### config.mk
export PLATFORM = sky130hd
export DESIGN_NAME = parity_accum
export DESIGN_NICKNAME = d
export VERILOG_FILES = /design/src/rtl/parity_accum_pkg.sv /design/src/rtl/parity_reduce.sv /design/src/rtl/parity_accum.sv
export SDC_FILE = /design/constraint.sdc
export NUM_CORES = 1
export LEC_CHECK = 0
export CAP_MARGIN = 10
export CORE_AREA = 2 2 39 41
export CTS_BUF_LIST = sky130_fd_sc_hd__clkbuf_8 sky130_fd_sc_hd__clkbuf_16
export CTS_CLUSTER_DIAMETER = 100
export DETAILED_ROUTE_END_ITERATION = 12
export DIE_AREA = 0 0 41 43
export PLACE_DENSITY_LB_ADDON = 0.12
export SLEW_MARGIN = 20
export SYNTH_ARGS = -nofsm -noshare
export SYNTH_HDL_FRONTEND = slang
export SYNTH_SLANG_ARGS = --single-unit
### constraint.sdc
create_clock -name clk -period 2 [get_ports clk]
set_input_delay 0.6 -clock clk [delete_from_list [all_inputs] [get_ports clk]]
set_output_delay 0.6 -clock clk [all_outputs]
set_load 0.05 [all_outputs]
### src/rtl/parity_accum_pkg.sv
// Shared types and constants for the parity accumulator.
package parity_accum_pkg;

  localparam int unsigned COUNT_W = 16;

  typedef enum logic [1:0] {
    StIdle  = 2'd0,
    StAccum = 2'd1,
    StHold  = 2'd2
  } state_e;

endpackage

### src/rtl/parity_reduce.sv
// Combinational masked XOR reduction of a single data word.
module parity_reduce #(
  parameter int unsigned      WIDTH = 9,
  parameter logic [WIDTH-1:0] MASK  = '1
) (
  input  logic [WIDTH-1:0] word,
  output logic             parity
);

  assign parity = ^(word & MASK);

endmodule

### src/rtl/parity_accum.sv
// Frame parity accumulator: XORs per-word masked parities over a frame and holds the result.
// Optional word counter enabled by defining PARITY_ACCUM_COUNT_EN.
module parity_accum #(
  parameter int unsigned      WIDTH = 9,
  parameter logic [WIDTH-1:0] MASK  = '1,
  parameter bit               ODD   = 1'b0
) (
  input  logic             clk,
  input  logic             rst,
  input  logic             in_valid,
  output logic             in_ready,
  input  logic [WIDTH-1:0] in_data,
  input  logic             in_last,
  output logic             out_valid,
  input  logic             out_ready,
  output logic             out_parity,
  output logic [15:0]      out_count
);
  import parity_accum_pkg::*;

  state_e state;
  logic   acc;
  logic   word_par;
  logic   accept;

  parity_reduce #(
    .WIDTH (WIDTH),
    .MASK  (MASK)
  ) u_reduce (
    .word   (in_data),
    .parity (word_par)
  );

  // Handshake signals depend on state only, never on in_valid.
  assign in_ready  = (state != StHold);
  assign out_valid = (state == StHold);
  assign accept    = in_valid && in_ready;

  always_ff @(posedge clk or posedge rst) begin
    if (rst) begin
      state      <= StIdle;
      acc        <= 1'b0;
      out_parity <= 1'b0;
    end else begin
      unique case (state)
        StIdle, StAccum: begin
          if (accept) begin
            acc <= acc ^ word_par;
            if (in_last) begin
              state      <= StHold;
              out_parity <= acc ^ word_par ^ ODD;
            end else begin
              state <= StAccum;
            end
          end
        end
        StHold: begin
          // Clearing here guarantees nothing carries into the next frame.
          if (out_ready) begin
            state      <= StIdle;
            acc        <= 1'b0;
            out_parity <= 1'b0;
          end
        end
        default: begin
          state <= StIdle;
          acc   <= 1'b0;
        end
      endcase
    end
  end

`ifdef PARITY_ACCUM_COUNT_EN
  logic [COUNT_W-1:0] count_q;

  always_ff @(posedge clk or posedge rst) begin
    if (rst) begin
      count_q <= '0;
    end else if (state == StHold) begin
      if (out_ready) count_q <= '0;
    end else if (accept && (count_q != '1)) begin
      count_q <= count_q + 1'b1;
    end
  end

  assign out_count = count_q;
`else
  assign out_count = 16'h0000;
`endif

endmodule
[Word-level counts from Yosys, hierarchy flattened]
Index checks and enable logic that the tools add are counted.
Operators by class
  bitwise logic cells: 1
  reductions and logical operators: 7
  muxes and demuxes: 10
  eq/ne operators: 6
Operator list (number)
  9-bit parity: 1
  2-bit two-way mux: 3
  2-bit inequality test, second input constant: 3
  1-bit two-way mux: 4
  1-bit one-hot mux with 2 select lines: 2
  2-bit one-hot mux with 2 select lines: 1
  4-bit AND reduction: 1
  2-bit by 1-bit == test with 1-bit output, second input constant: 1
  2-bit == test, second input constant: 1
  2-bit zero test: 1
  2-bit by 1-bit inequality test with 1-bit output, second input constant: 1
  2-bit AND reduction: 1
  2-bit nonzero test: 1
  2-bit OR reduction: 1
  1-bit logical AND: 1
  1-bit bitwise XOR: 1
Storage, ports and cells
  input bits: 14
  word-level logic and storage cells: 27
  flip-flop bits (word level): 4

[Longest topological paths before layout]
  depth after elaboration: 5
  mapped depth: 5

[Hierarchy]
Synthesis repeated with hierarchy kept, for this count alone.
Second synthesis, totals
  cells, all modules: 43
  area total of the unflattened synthesis: 405.4 sq um
By module, submodules not included
  parity_accum: seq. area each 100.1 sq um, area an instance 322.8 sq um, cells an instance 36, times used 1
  parity_reduce: seq. area each 0.0 sq um, area an instance 82.6 sq um, cells an instance 7, times used 1

[Worst setup path before layout]
OpenSTA, ideal clock, no wires.
  kind: reg2out
  from: register state[0]
  to: output out_valid
  stages on the path, launching flop included: 3
  data arrival time: 1.241 ns
  required time: 1.400 ns
  path buffers: 0
  setup slack: 0.159 ns
  cells stage by stage: dfrtp_1 > nand2b_1 > inv_1
Between the ends
  word-level cells in the longest chain between the ends: 1
Ends and longest elaborated chain
  from (decl): RTL line parity_accum.sv:21  | state_e state;
  from (signal assigned): RTL line parity_accum.sv:41  | state <= StIdle;
  from (signal assigned): RTL line parity_accum.sv:50  | state <= StHold;
  from (signal assigned): RTL line parity_accum.sv:53  | state <= StAccum;
  2-bit == test: RTL line parity_accum.sv:36  | assign out_valid = (state == StHold);
  to (decl): RTL line parity_accum.sv:14  | output logic out_valid,
Every way passes these cells.

[Worst setup path after layout]
  from: input in_data[5]
  to: register out_parity
Between the ends
  word-level cells in the longest chain between the ends: 5
Ends and longest elaborated chain
  from (decl): RTL line parity_accum.sv:12  | input logic [WIDTH-1:0] in_data,
  9-bit parity: RTL line parity_reduce.sv:10  | assign parity = ^(word & MASK);
  1-bit bitwise XOR: RTL line parity_accum.sv:51  | out_parity <= acc ^ word_par ^ ODD;
  1-bit two-way mux: RTL line parity_accum.sv:49  | if (in_last) begin
  1-bit two-way mux: RTL line parity_accum.sv:47  | if (accept) begin
  1-bit one-hot mux with 2 select lines: RTL line parity_accum.sv:45  | unique case (state)
  to (signal assigned): RTL line parity_accum.sv:51
  to (decl): RTL line parity_accum.sv:16  | output logic out_parity,
Every way passes these cells. The select of a mux whose other input is x is not followed.
A chain may end at the register's enable or synchronous reset.

==> flow_summary.json <==
{
  "cp.required_ns": 2.09,
  "max_freq_ghz": 0.541,
  "final_nets": 77,
  "antenna_found_initial": 0,
  "totalWireLength_um": 661,
  "layout-drive-gt1-share_pct": 9.84,
  "syn-cell-area_um2": 380,
  "vias": 283,
  "start_util_pct": 27.5,
  "drv_slew": 0,
  "drt_pass1_iterations": 2,
  "drcViolationCount": 0,
  "synth.most_common_cell": "buf_4",
  "setup_viol": 0,
  "ys_types": 16,
  "diodes": 0,
  "ys_seq_area_share_pct": 26.3,
  "die_w_um": 41,
  "area_delta_synth_final_pct": 46.1,
  "port_buffers": 16,
  "whs_path_depth": 1,
  "fin_crit_sh_pct": 92.4,
  "cts_sinks": 4,
  "worstPathArrival_ns": 1.94,
  "min_path_type": "flip-flop to flip-flop",
  "yosys.area.top_type": "buf_4",
  "synth-compound-area-share_pct": 7.57,
  "ys_async_sr_fraction_pct": 100,
  "core_area_um2": 1380,
  "p_seq_share_pct": 21.5,
  "wire_per_inst_um": 8.58,
  "combPwrFrac_pct": 48.8,
  "fillers": 149,
  "status": "finished clean",
  "cts_tree": "yes",
  "switchingPower_w": 0.000224,
  "peakVddDrop_mv": 0.477,
  "globalRouteOverflowTotal": 0,
  "grt_max_degree": 6,
  "ctsHoldBuffers": 0,
  "reg2reg_depth": 4,
  "muxShareOfSynthArea_pct": 0,
  "synth-simple-area-share_pct": 9.54,
  "start_kind": "primary input",
  "hpwl_um": 539,
  "clk_pin_slew_ns": 0.03,
  "antenna_left": 0,
  "layout_min_cycle_time_ns": 1.85,
  "numCtsBuffers": 3,
  "ios": 33,
  "ys.flop_type": "dfrtp_1",
  "place_congestion": 0.681,
  "viasPerCell": 3.68,
  "p_per_area_nw_per_um2": 1010,
  "cp_max_fo": 2,
  "p_sw_share_pct": 39.9,
  "final-hold-violation-count": 0,
  "grt_pass1_vias": 263,
  "yosys_warnings": 0,
  "track_usage_pct": 8.78,
  "p_leak_nw": 0.264,
  "path_class": "primary input to flip-flop",
  "cts-root-buf": "clkbuf_8",
  "end_kind": "flip-flop",
  "drt_iter0_markers": 1,
  "ys_top_cells_by_count": "buf_4, xnor2_1, dfrtp_1",
  "clk_path_buf_depth": 2,
  "clk_latency_ns": 0.21,
  "holdWs_ns": 0.491,
  "die_area_um2": 1760,
  "cts_setup_buffers": 0,
  "synth-edff-count": 0,
  "fin_skew_ns": 0.00230,
  "rows": 14,
  "maxCapViolCount": 0,
  "grt_pass1_wl_um": 1020,
  "internal-power_w": 0.000339,
  "synth.area.top_cells": "buf_4, dfrtp_1, xnor2_1",
  "clockPowerShare_pct": 29.7,
  "ctsResizeCount": 0,
  "utilization_pct": 40.1,
  "grt_setup_unrepaired": "no",
  "synth_top_family_by_area": "buffers and inverters",
  "yosysTopAreaCellShare_pct": 31.6,
  "h-tree-depth": 1,
  "synthCells": 43,
  "synth_adder_area_share_pct": 0,
  "yosys.area_share.xor_xnor_pct": 22.0,
  "ys_ff_latch": 4,
  "die_y_um": 43,
  "avgSynthCellArea_um2": 8.85
}
[critical path: stages]
cell             delay, ns
clkdlybuf4s50_1       0.47
xor2_1                0.16
xnor3_1               0.42
xnor2_1               0.20
o21ai_1               0.10
[cells in the final DEF (no fill, tap or decap)]
cell and n:
conb_1 16, clkdlybuf4s50_1 13, xnor2_1 6, dfrtp_1 4, clkbuf_8 3, nand2b_1 2
nand2_1 2, o21ai_0 2, inv_1 2, buf_12 2, xor2_1 1, xnor3_1 1
o22ai_1 1, nand3b_1 1, nand3_1 1, o21ai_1 1, nor2_1 1, a211oi_1 1
buf_4 1
[layout make-up]
| cell class | count | area [um2] | area share (%) |
|---|---|---|---|
| Timing Repair Buffer | 16 | 178 | 32.0 |
| Inverter | 2 | 7.51 | 1.35 |
| Sequential cell | 4 | 100 | 18.0 |
| Multi-Input combinational cell | 36 | 209 | 37.6 |
| Tap cell | 16 | 20.0 | 3.60 |
| Clock buffer | 3 | 41.3 | 7.43 |
[kinds of logic (layout without fill, tap and decap cells)]
family	count (synthesis)	in the layout
buf+inv	18	21
xor+xnor	8	8
simple gates	7	7
compound gates	5	5
flops	4	4
other cells	1	16
[registers in the layout (all words and copies together) (netlist names)]
name	flops
acc	1
out_parity	1
state	2
[per-stage QoR]
stage | area [um2] | cells | power [W] | setup TNS, ns | worst slack (ns)
global route | 556 | 77 | 0.000598 | 0 | 0.0803
global placement | 514 | 74 | 0.000399 | -0.109 | -0.0679
floorplan | 437 | 58 | 0.000345 | 0 | 0.159
CTS | 556 | 77 | 0.000573 | 0 | 0.155
detailed placement | 514 | 74 | 0.000397 | -0.115 | -0.0583
finish | 556 | 77 | 0.000563 | 0 | 0.151
[power groups by stage]
stage	logic, W	clock network, W	registers, W
2_1_floorplan	0.000192	0	0.000154
3_3_place_gp	0.000275	0	0.000124
3_5_place_dp	0.000275	0	0.000122
4_1_cts	0.000277	0.000175	0.000122
5_1_grt	0.000293	0.000179	0.000126
6_report	0.000275	0.000167	0.000121
[worst paths after layout]
kind                       startpoint    endpoint  slack [ns]
setup / recovery           in_data[5]  out_parity        0.15
hold / removal               state[1]    state[0]        0.49
min in group asynchronous         rst    state[0]        0.58
setup reg to reg                  acc  out_parity        0.89
hold reg to reg              state[1]    state[0]        0.49
max in group asynchronous         rst    state[1]        1.27
[metal layers]
layer	GRT usage [%]	share of wire (%)	wire [um]
met1	9.80	36	237
met2	12.8	51	335
met3	2.09	13	89
met4	8.00	0	0
met5	0	0	0
No activity file was read; power rests on OpenSTA's default activity.
